[config.mk]
export PLATFORM = sky130hd
export DESIGN_NAME = mc_table_loader_flat
export DESIGN_NICKNAME = d
export VERILOG_FILES = /design/src/rtl/mc_table_loader_if.sv /design/src/rtl/mc_table_loader.sv /design/src/flat_wrapper.sv
export SDC_FILE = /design/constraint.sdc
export NUM_CORES = 1
export LEC_CHECK = 0
export CAP_MARGIN = 20
export CORE_MARGIN = 2
export CORE_UTILIZATION = 35
export CTS_BUF_LIST = sky130_fd_sc_hd__clkbuf_4 sky130_fd_sc_hd__clkbuf_8 sky130_fd_sc_hd__clkbuf_16
export DETAILED_ROUTE_END_ITERATION = 16
export PLACE_DENSITY = 0.61
export SYNTH_ARGS = -nofsm -noshare
export SYNTH_HDL_FRONTEND = slang
export SYNTH_SLANG_ARGS = --single-unit
[constraint.sdc]
create_clock -name CLK -period 8.2 [get_ports CLK]
set_input_delay 2.46 -clock CLK [delete_from_list [all_inputs] [get_ports CLK]]
set_output_delay 2.46 -clock CLK [all_outputs]
set_load 0.02 [all_outputs]
[src/rtl/mc_table_loader_if.sv]
// Table word stream feeding mc_table_loader.
// Master drives words, slave returns ready.
interface mc_table_loader_if;
   logic [17:0] iData;
   logic        iValid;
   logic        oReady;

   modport master (
      output iData,
      output iValid,
      input  oReady
   );

   modport slave (
      input  iData,
      input  iValid,
      output oReady
   );
endinterface

[src/rtl/mc_table_loader.sv]
// Loads sigma then mu tables from a word stream, waits for the core,
// then flips the bank select and pulses start.
module mc_table_loader #(
   parameter int T         = 512,
   parameter int logT      = 9,
   parameter int pathWidth = 10
) (
   input  logic                 CLK,
   input  logic                 RST,
   mc_table_loader_if.slave     loadIf,
   input  logic                 iCoreDone,
   output logic [pathWidth-1:0] oSigmaWriteAddress,
   output logic [17:0]          oSigmaWriteData,
   output logic                 oSigmaWE,
   output logic [logT-1:0]      oMuWriteAddress,
   output logic [17:0]          oMuWriteData,
   output logic                 oMuWE,
   output logic                 oSwitch,
   output logic                 oStart
);

   typedef enum logic [1:0] {
      LOAD_SIGMA,
      LOAD_MU,
      WAIT_CORE,
      SWAP
   } state_t;

   state_t               stateQ;
   state_t               stateD;
   logic [pathWidth-1:0] sigmaCount;
   logic [logT-1:0]      muCount;
   logic                 coreIdle;
   logic                 accept;
   logic                 sigmaAccept;
   logic                 muAccept;
   logic                 sigmaLast;
   logic                 muLast;

   assign accept      = loadIf.iValid & loadIf.oReady;
   assign sigmaAccept = accept & (stateQ == LOAD_SIGMA);
   assign muAccept    = accept & (stateQ == LOAD_MU);
   assign sigmaLast   = &sigmaCount;
   assign muLast      = (muCount == logT'(T - 1));

   always_ff @(posedge CLK or posedge RST) begin
      if (RST) begin
         stateQ <= LOAD_SIGMA;
      end else begin
         stateQ <= stateD;
      end
   end

   always_comb begin
      stateD = stateQ;
      unique case (stateQ)
         LOAD_SIGMA: if (sigmaAccept && sigmaLast) stateD = LOAD_MU;
         LOAD_MU:    if (muAccept && muLast) stateD = WAIT_CORE;
         WAIT_CORE:  if (coreIdle) stateD = SWAP;
         SWAP:       stateD = LOAD_SIGMA;
         default:    stateD = LOAD_SIGMA;
      endcase
   end

   // Outputs are registered from the next state so they line up with it.
   always_ff @(posedge CLK or posedge RST) begin
      if (RST) begin
         sigmaCount         <= '0;
         muCount            <= '0;
         coreIdle           <= 1'b1;
         loadIf.oReady      <= 1'b0;
         oSigmaWriteAddress <= '0;
         oSigmaWriteData    <= '0;
         oSigmaWE           <= 1'b0;
         oMuWriteAddress    <= '0;
         oMuWriteData       <= '0;
         oMuWE              <= 1'b0;
         oSwitch            <= 1'b0;
         oStart             <= 1'b0;
      end else begin
         loadIf.oReady <= (stateD == LOAD_SIGMA) || (stateD == LOAD_MU);
         oSigmaWE      <= sigmaAccept;
         oMuWE         <= muAccept;
         oStart        <= (stateD == SWAP);
         oSwitch       <= oSwitch ^ (stateD == SWAP);
         if (sigmaAccept) begin
            oSigmaWriteAddress <= sigmaCount;
            oSigmaWriteData    <= loadIf.iData;
            sigmaCount         <= sigmaLast ? '0
                                  : sigmaCount + pathWidth'(1);
         end
         if (muAccept) begin
            oMuWriteAddress <= muCount;
            oMuWriteData    <= loadIf.iData;
            muCount         <= muLast ? '0 : muCount + logT'(1);
         end
         // A done pulse landing on the start cycle belongs to the old run.
         if (oStart) begin
            coreIdle <= 1'b0;
         end else if (iCoreDone) begin
            coreIdle <= 1'b1;
         end
      end
   end

endmodule
[src/flat_wrapper.sv]
// flat-port wrapper written by rule: the top's interface ports become plain ports
module mc_table_loader_flat 
#(
   parameter int T         = 512,
   parameter int logT      = 9,
   parameter int pathWidth = 10
)
  (CLK, RST, iCoreDone, oSigmaWriteAddress, oSigmaWriteData, oSigmaWE, oMuWriteAddress, oMuWriteData, oMuWE, oSwitch, oStart, loadIf_iData, loadIf_iValid, loadIf_oReady);
  mc_table_loader_if loadIf_i ();
  input  logic CLK;
  input  logic RST;
  input  logic iCoreDone;
  output logic [pathWidth-1:0] oSigmaWriteAddress;
  output logic [17:0] oSigmaWriteData;
  output logic oSigmaWE;
  output logic [logT-1:0] oMuWriteAddress;
  output logic [17:0] oMuWriteData;
  output logic oMuWE;
  output logic oSwitch;
  output logic oStart;
  input wire logic [$bits(loadIf_i.iData)-1:0] loadIf_iData;
  input wire logic [$bits(loadIf_i.iValid)-1:0] loadIf_iValid;
  output wire logic [$bits(loadIf_i.oReady)-1:0] loadIf_oReady;
  assign loadIf_i.iData = loadIf_iData;
  assign loadIf_i.iValid = loadIf_iValid;
  assign loadIf_oReady = loadIf_i.oReady;
  mc_table_loader #(.T(T), .logT(logT), .pathWidth(pathWidth)) u_core (.CLK(CLK), .RST(RST), .loadIf(loadIf_i), .iCoreDone(iCoreDone), .oSigmaWriteAddress(oSigmaWriteAddress), .oSigmaWriteData(oSigmaWriteData), .oSigmaWE(oSigmaWE), .oMuWriteAddress(oMuWriteAddress), .oMuWriteData(oMuWriteData), .oMuWE(oMuWE), .oSwitch(oSwitch), .oStart(oStart));
endmodule
==> results of run 1 <==
==> synthesized netlist by cell type (2+ instances only) <==
| cell type | instances |
|---|---|
| xnor2_1 | 4 |
| nand4_1 | 4 |
| mux2_2 | 29 |
| buf_2 | 3 |
| clkbuf_1 | 8 |
| mux2i_1 | 2 |
| and3_1 | 4 |
| o21ai_0 | 13 |
| dfrtp_1 | 81 |
| nand2_1 | 99 |
| nor2b_1 | 2 |
| nand3_1 | 6 |
| and4_1 | 2 |
| ha_1 | 3 |
| nor2_1 | 8 |
| inv_1 | 7 |
| a21oi_1 | 5 |
| and2_1 | 3 |
==> state kept, by name, indices dropped and copies added, names as in the netlist <==
| signal | flops |
|---|---|
| u_core.coreIdle | 1 |
| u_core.loadIf.oReady | 1 |
| u_core.muCount | 9 |
| u_core.oMuWE | 1 |
| u_core.oMuWriteAddress | 9 |
| u_core.oMuWriteData | 18 |
| u_core.oSigmaWE | 1 |
| u_core.oSigmaWriteAddress | 10 |
| u_core.oSigmaWriteData | 18 |
| u_core.oStart | 1 |
| u_core.oSwitch | 1 |
| u_core.sigmaCount | 10 |
| u_core.stateQ | 2 |
==> through the flow <==
stage	instance area, um2	instances	util (%)
2_1_floorplan	3320	304	-
3_3_place_gp	4250	503	46.0
4_1_cts	4490	519	48.6
6_report	4520	520	48.9
5_1_grt	4520	520	48.9
3_5_place_dp	4250	503	46.0
==> cell families (layout without fill, tap and decap cells) <==
| logic type | after synthesis | after routing |
|---|---|---|
| xor+xnor | 5 | 5 |
| simple gates | 137 | 137 |
| compound gates | 26 | 26 |
| fa+ha+maj | 3 | 3 |
| flops | 82 | 82 |
| mux | 31 | 31 |
| buf+inv | 20 | 107 |
==> layer usage <==
| layer | global-route usage [%] | part of all wire [%] | vias to the layer above |
|---|---|---|---|
| li1 | - | - | 1173 |
| met1 | 20.0 | 46 | 1159 |
| met3 | 3.93 | 5.4 | 8 |
| met4 | 5.61 | 1.5 | 0 |
| met2 | 21.7 | 47 | 60 |
| met5 | 0 | 0 | - |
==> worst register-to-register path, stage by stage (launching register included) <==
cell     delay (ns)
dfrtp_1        0.43
ha_1           0.24
and3_1         0.22
and3_1         0.20
and3_1         0.19
ha_1           0.32
nor2_1         0.32
nand3_1        0.10
o21ai_0        0.15
==> worst max path at each step <==
stage               slack [ns]                               end  cells after the start     startpoint
global placement          3.56  u_core.sigmaCount[5]$_DFFE_PP0P_                      5  loadIf_iValid
global route              3.71  u_core.sigmaCount[5]$_DFFE_PP0P_                      5  loadIf_iValid
CTS                       3.85  u_core.sigmaCount[5]$_DFFE_PP0P_                      5  loadIf_iValid
detailed placement        3.49  u_core.sigmaCount[5]$_DFFE_PP0P_                      5  loadIf_iValid
floorplan                 3.63    u_core.loadIf.oReady$_DFF_PP0_                      1            RST
finish                    3.88  u_core.sigmaCount[5]$_DFFE_PP0P_                      5  loadIf_iValid
==> where the power goes <==
group / internal, mW / switching, mW
logic: 0.0564 / 0.0641
registers: 0.433 / 0.0262
clock network: 0.209 / 0.141
==> area by class of cell <==
type                       instances  area share (%)
multi-input combinational        202            26.2
timing repair buffer              84            18.9
sequential                        82            45.4
inverter                           7           0.609
tap                              129            3.57
clock inverter                     5            2.27
clock buffer                      11            3.07
==> results.sh, run 1 <==
export IMPL_layout_nets=411
export IMPL_synth_nets=329
export IMPL_yosys_warnings=0
export IMPL_critical_path_class="input port to register"
export IMPL_dp_hpwl_mm=4.51
export IMPL_finalSetupTns_ns=0
export IMPL_antenna_found_initial=0
export IMPL_p_total_uw=929
export IMPL_cts_resized=0
export IMPL_skew_ns=0.00788
export IMPL_grt_pass1_wl_mm=11.7
export IMPL_fin_ws_ns=3.88
export IMPL_path_clk_slew_ns=0.08
export IMPL_crit_required_ns=8.47
export IMPL_netlist_area_um2=3320
export IMPL_min_to="u_core.coreIdle$_DFFE_PP1P_"
export IMPL_critPathSlowestCell="and4bb_2"
export IMPL_clock_path_buffers=2
export IMPL_grt_max_degree=83
export IMPL_grt_use_total_pct=14.4
export IMPL_routed_wirelength_mm=6.80
export IMPL_finalCriticalPeriod_ns=4.32
export IMPL_viasPerCell=4.62
export IMPL_timing_final_hold_violations=0
export IMPL_cts_made_buffers=9
export IMPL_min_path_cells=1
export IMPL_hold_path_startpoint="u_core.oStart$_DFF_PP0_"
export IMPL_insertedDiodeCount=0
export IMPL_clock_latency_ns=0.34
export IMPL_htree_levels=3
export IMPL_drive_above_1_share_pct=13.3
export IMPL_synth_area_top_cells="dfrtp_1, nand2_1, mux2_2"
export IMPL_ys_async_sr_fraction_pct=100
export IMPL_cts_setup_buffers=0
export IMPL_dr_total_vias=2400
export IMPL_fin_crit_sh_pct=52.7
export IMPL_dp_slack_ns=3.49
export IMPL_max_freq_ghz=0.232
export IMPL_ys_types=39
export IMPL_avgSynthCellArea_um2=10.9
export IMPL_synth_compound_area_share_pct=4.48
export IMPL_synth_mux_area_share_pct=10.4
export IMPL_grt_pass1_vias=2365
export IMPL_holdWs_ns=0.404
export IMPL_port_buffers=81
export IMPL_cpPeakStageDelay_ns=0.86
export IMPL_gp_congestion=0.729
export IMPL_area_delta_synth_final_pct=36.0
export IMPL_cp_cell_sequence="clkdlybuf4s50_1 > and4bb_2 > nand3_2 > or4b_1 > o21ai_1"
export IMPL_rsz0062_at_grt="no"
export IMPL_arrival_ns=4.58
export IMPL_final_cell_mix="nand2_1, clkdlybuf4s50_1, dfrtp_1"
export IMPL_ys_ff_latch=82
export IMPL_rows=35
export IMPL_crit_buf_inv=1
export IMPL_cp_max_fo=37
export IMPL_max_cap_viol_count=0
export IMPL_rr_endpoint="u_core.muCount[5]$_DFFE_PP0P_"
export IMPL_grt_overflow=0
export IMPL_synth_main_ff_cell="dfrtp_1"
export IMPL_synth_area_leader_cell="dfrtp_1"
export IMPL_synth_xor_area_share_pct=1.32
export IMPL_drt_iter0_drc=101
export IMPL_clock_root_buffer="clkbuf_8"
export IMPL_report_final_slew_viol_count=0
export IMPL_synth_yosys_seq_area_share_pct=61.8
export IMPL_cp_start_kind="input port"
export IMPL_fillers=874
export IMPL_ir_drop_v=0.0000904
export IMPL_core_um2=9240
export IMPL_seq_area_um2=2050
export IMPL_wl_per_cell_um=13.1
export IMPL_power_density_nw_per_um2=206
export IMPL_synth_simple_area_share_pct=18.2
export IMPL_pin_count=82
export IMPL_synth_fa_ha_area_share_pct=1.13
export IMPL_fp_dieW_um=101
export IMPL_r2r_cells=8
export IMPL_ant_nets=0
export IMPL_leakage_nw=2.12
export IMPL_clkSinkCount=82
export IMPL_synth_top_area_share_pct=61.0
export IMPL_worst_pin_slew_ns=0.966
export IMPL_status="completed"
export IMPL_multi_input_area_um2=1180
export IMPL_syn_inst=304
export IMPL_drc_errors=0
export IMPL_max_slew_margin_pct=35.5
export IMPL_synth_top_family_by_area="simple AND/OR/NAND/NOR gates"
export IMPL_ff2ff_setup_slack_ns=5.94
export IMPL_synth_edf_count=0
export IMPL_timing_rr_start="u_core.muCount[0]$_DFFE_PP0P_"
export IMPL_finalSetupViolCount=0
export IMPL_hold_path_class="register to register"
export IMPL_final_common_cell="nand2_1"
export IMPL_dieArea_um2=10300
export IMPL_cpLargestDelayFamily="simple AND/OR/NAND/NOR gates"
export IMPL_start_util_pct=36.0
export IMPL_die_h_um=101
export IMPL_cts_tree="built"
export IMPL_drt_pass1_iter_count=4
export IMPL_end_kind="register"
export IMPL_ctsHoldBuffers=0
Power figures use the tool's default switching activity.
==> inputs of run 2 (changes only) <==
--- a/config.mk
+++ b/config.mk
@@ -10,7 +10,7 @@
 export CORE_UTILIZATION = 35
 export CTS_BUF_LIST = sky130_fd_sc_hd__clkbuf_4 sky130_fd_sc_hd__clkbuf_8 sky130_fd_sc_hd__clkbuf_16
 export DETAILED_ROUTE_END_ITERATION = 16
-export PLACE_DENSITY = 0.61
+export PLACE_DENSITY = 0.63
 export SYNTH_ARGS = -nofsm -noshare
 export SYNTH_HDL_FRONTEND = slang
 export SYNTH_SLANG_ARGS = --single-unit
==> constraint.sdc (replaced) <==
create_clock -name CLK -period 3.5 [get_ports CLK]
set_input_delay 1.05 -clock CLK [delete_from_list [all_inputs] [get_ports CLK]]
set_output_delay 1.05 -clock CLK [all_outputs]
set_load 0.02 [all_outputs]
==> results.sh, run 2 (synthesis gave the netlist of run 1 again) <==
export IMPL_status="completed"
export IMPL_routed_wirelength_mm=7.05
export IMPL_timing_rr_start="u_core.muCount[0]$_DFFE_PP0P_"
export IMPL_wl_per_cell_um=13.5
export IMPL_ir_drop_v=0.000224
export IMPL_core_um2=9240
export IMPL_grt_pass1_vias=2397
export IMPL_viasPerCell=4.57
export IMPL_drive_above_1_share_pct=14.0
export IMPL_ff2ff_setup_slack_ns=1.20
export IMPL_pin_count=82
export IMPL_layout_nets=414
export IMPL_finalSetupTns_ns=0
export IMPL_dieArea_um2=10300
export IMPL_leakage_nw=2.12
export IMPL_fillers=853
export IMPL_hold_path_class="register to register"
export IMPL_max_cap_viol_count=0
export IMPL_max_freq_ghz=0.410
export IMPL_ant_nets=0
export IMPL_cp_max_fo=5
export IMPL_r2r_cells=8
export IMPL_antenna_found_initial=0
export IMPL_ctsHoldBuffers=0
export IMPL_gp_congestion=0.775
export IMPL_reg_largest_list="u_core.oMuWriteData (18), u_core.oSigmaWriteData (18)"
export IMPL_swShare_pct=27.1
export IMPL_cp_cell_sequence="clkdlybuf4s50_1"
export IMPL_fin_crit_sh_pct=69.7
export IMPL_drt_iter0_drc=68
export IMPL_clock_root_buffer="clkbuf_8"
export IMPL_drt_pass1_iter_count=4
export IMPL_insertedDiodeCount=0
export IMPL_worst_pin_slew_ns=0.444
export IMPL_final_cell_mix="nand2_1, clkdlybuf4s50_1, dfrtp_1"
export IMPL_crit_required_ns=2.45
export IMPL_finalSetupViolCount=0
export IMPL_fin_area_um2=4500
export IMPL_postLayoutCoreUtil_pct=48.7
export IMPL_cpPeakStageDelay_ns=0.63
export IMPL_start_util_pct=36.0
export IMPL_cpLargestDelayFamily="buffers and inverters"
export IMPL_drc_errors=0
export IMPL_die_h_um=101
export IMPL_dp_hpwl_mm=4.94
export IMPL_critPathSlowestCell="clkdlybuf4s50_1"
export IMPL_rr_endpoint="u_core.muCount[5]$_DFFE_PP0P_"
export IMPL_finalCriticalPeriod_ns=2.44
export IMPL_cts_made_buffers=9
export IMPL_fin_ws_ns=1.06
export IMPL_grt_overflow=0
export IMPL_cp_startpoint="u_core.loadIf.oReady$_DFF_PP0_"
export IMPL_port_buffers=81
export IMPL_rsz0062_at_grt="no"
export IMPL_path_clk_slew_ns=0.08
export IMPL_fp_dieW_um=101
export IMPL_clock_latency_ns=0.35
export IMPL_critical_path_class="register to primary output"
export IMPL_skew_ns=0.00425
export IMPL_dp_slack_ns=0.746
export IMPL_sequentialPowerShare_pct=52.5
export IMPL_grt_use_total_pct=14.6
export IMPL_cp_endpoint="loadIf_oReady"
export IMPL_timing_final_hold_violations=0
export IMPL_final_common_cell="nand2_1"
export IMPL_internal_power_mw=1.50
export IMPL_grt_pass1_wl_mm=11.8
export IMPL_post_dp_cell_area_um2=4290
export IMPL_clkSinkCount=82
export IMPL_grt_max_degree=42
export IMPL_cts_tree="built"
export IMPL_crit_buf_inv=1
export IMPL_critical_path_depth=1
export IMPL_max_slew_margin_pct=70.4
export IMPL_cp_start_kind="register"
export IMPL_htree_levels=3
export IMPL_p_comb_share_pct=13.7
export IMPL_p_total_mw=2.05
export IMPL_dr_total_vias=2390
export IMPL_clkPwrFrac_pct=33.8
export IMPL_cts_resized=0
export IMPL_clock_path_buffers=2
export IMPL_cts_setup_buffers=0
export IMPL_power_density_nw_per_um2=456
export IMPL_area_delta_synth_final_pct=35.3
export IMPL_rows=35
export IMPL_arrival_ns=1.39
export IMPL_end_kind="primary output"
export IMPL_p_sw_uw=556
export IMPL_report_final_slew_viol_count=0
[run 2: cell count changes in the layout (fill, tap and decap cells not counted), sizes merged]
cell	previous run	this run
buf	3	6
bufinv	3	1
clkbuf	11	10
clkinv	2	4
inv	6	7
[run 2: per-stage QoR]
step | instances | hold slack, ns
2_1_floorplan | 304 | 0.461
3_3_place_gp | 507 | 0.381
3_5_place_dp | 507 | 0.390
4_1_cts | 523 | 0.407
5_1_grt | 523 | 0.420
6_report | 523 | 0.405
[run 2: how the worst min path moves through the flow]
stage / from / endpoint / slack, ns / cells past startpoint
2_1_floorplan: u_core.muCount[7]$_DFFE_PP0P_ / u_core.muCount[7]$_DFFE_PP0P_ / 0.46 / 1
3_3_place_gp: u_core.oStart$_DFF_PP0_ / u_core.coreIdle$_DFFE_PP1P_ / 0.38 / 1
3_5_place_dp: u_core.oStart$_DFF_PP0_ / u_core.coreIdle$_DFFE_PP1P_ / 0.39 / 1
4_1_cts: u_core.oStart$_DFF_PP0_ / u_core.coreIdle$_DFFE_PP1P_ / 0.41 / 1
5_1_grt: u_core.oStart$_DFF_PP0_ / u_core.coreIdle$_DFFE_PP1P_ / 0.42 / 1
6_report: u_core.oStart$_DFF_PP0_ / u_core.coreIdle$_DFFE_PP1P_ / 0.40 / 1
[run 2: final cells by class]
cell class,count,area [um2],area share (%)
well taps,129,161,3.59
repair buffers,87,868,19.3
inverters,7,27.5,0.612
multi-input cells,202,1180,26.3
clock inverters,6,65.1,1.45
clock buffers,10,138,3.06
flip-flops and latches,82,2050,45.7
[run 2: layer usage]
layer / vias up / global-route usage [%] / part of all wire (%)
li1: 1187 / - / -
met1: 1138 / 19.3 / 46
met2: 58 / 23.1 / 48
met3: 7 / 4.49 / 5.3
met4: 0 / 4.68 / 1.0
met5: - / 0 / 0
[run 2: power by group through the flow]
stage / sequential (mW) / combinational (mW) / clock (mW)
5_1_grt: 1.09 / 0.312 / 0.750
4_1_cts: 1.08 / 0.287 / 0.719
2_1_floorplan: 1.13 / 0.106 / 0
3_5_place_dp: 1.10 / 0.286 / 0
3_3_place_gp: 1.09 / 0.281 / 0
6_report: 1.08 / 0.282 / 0.693
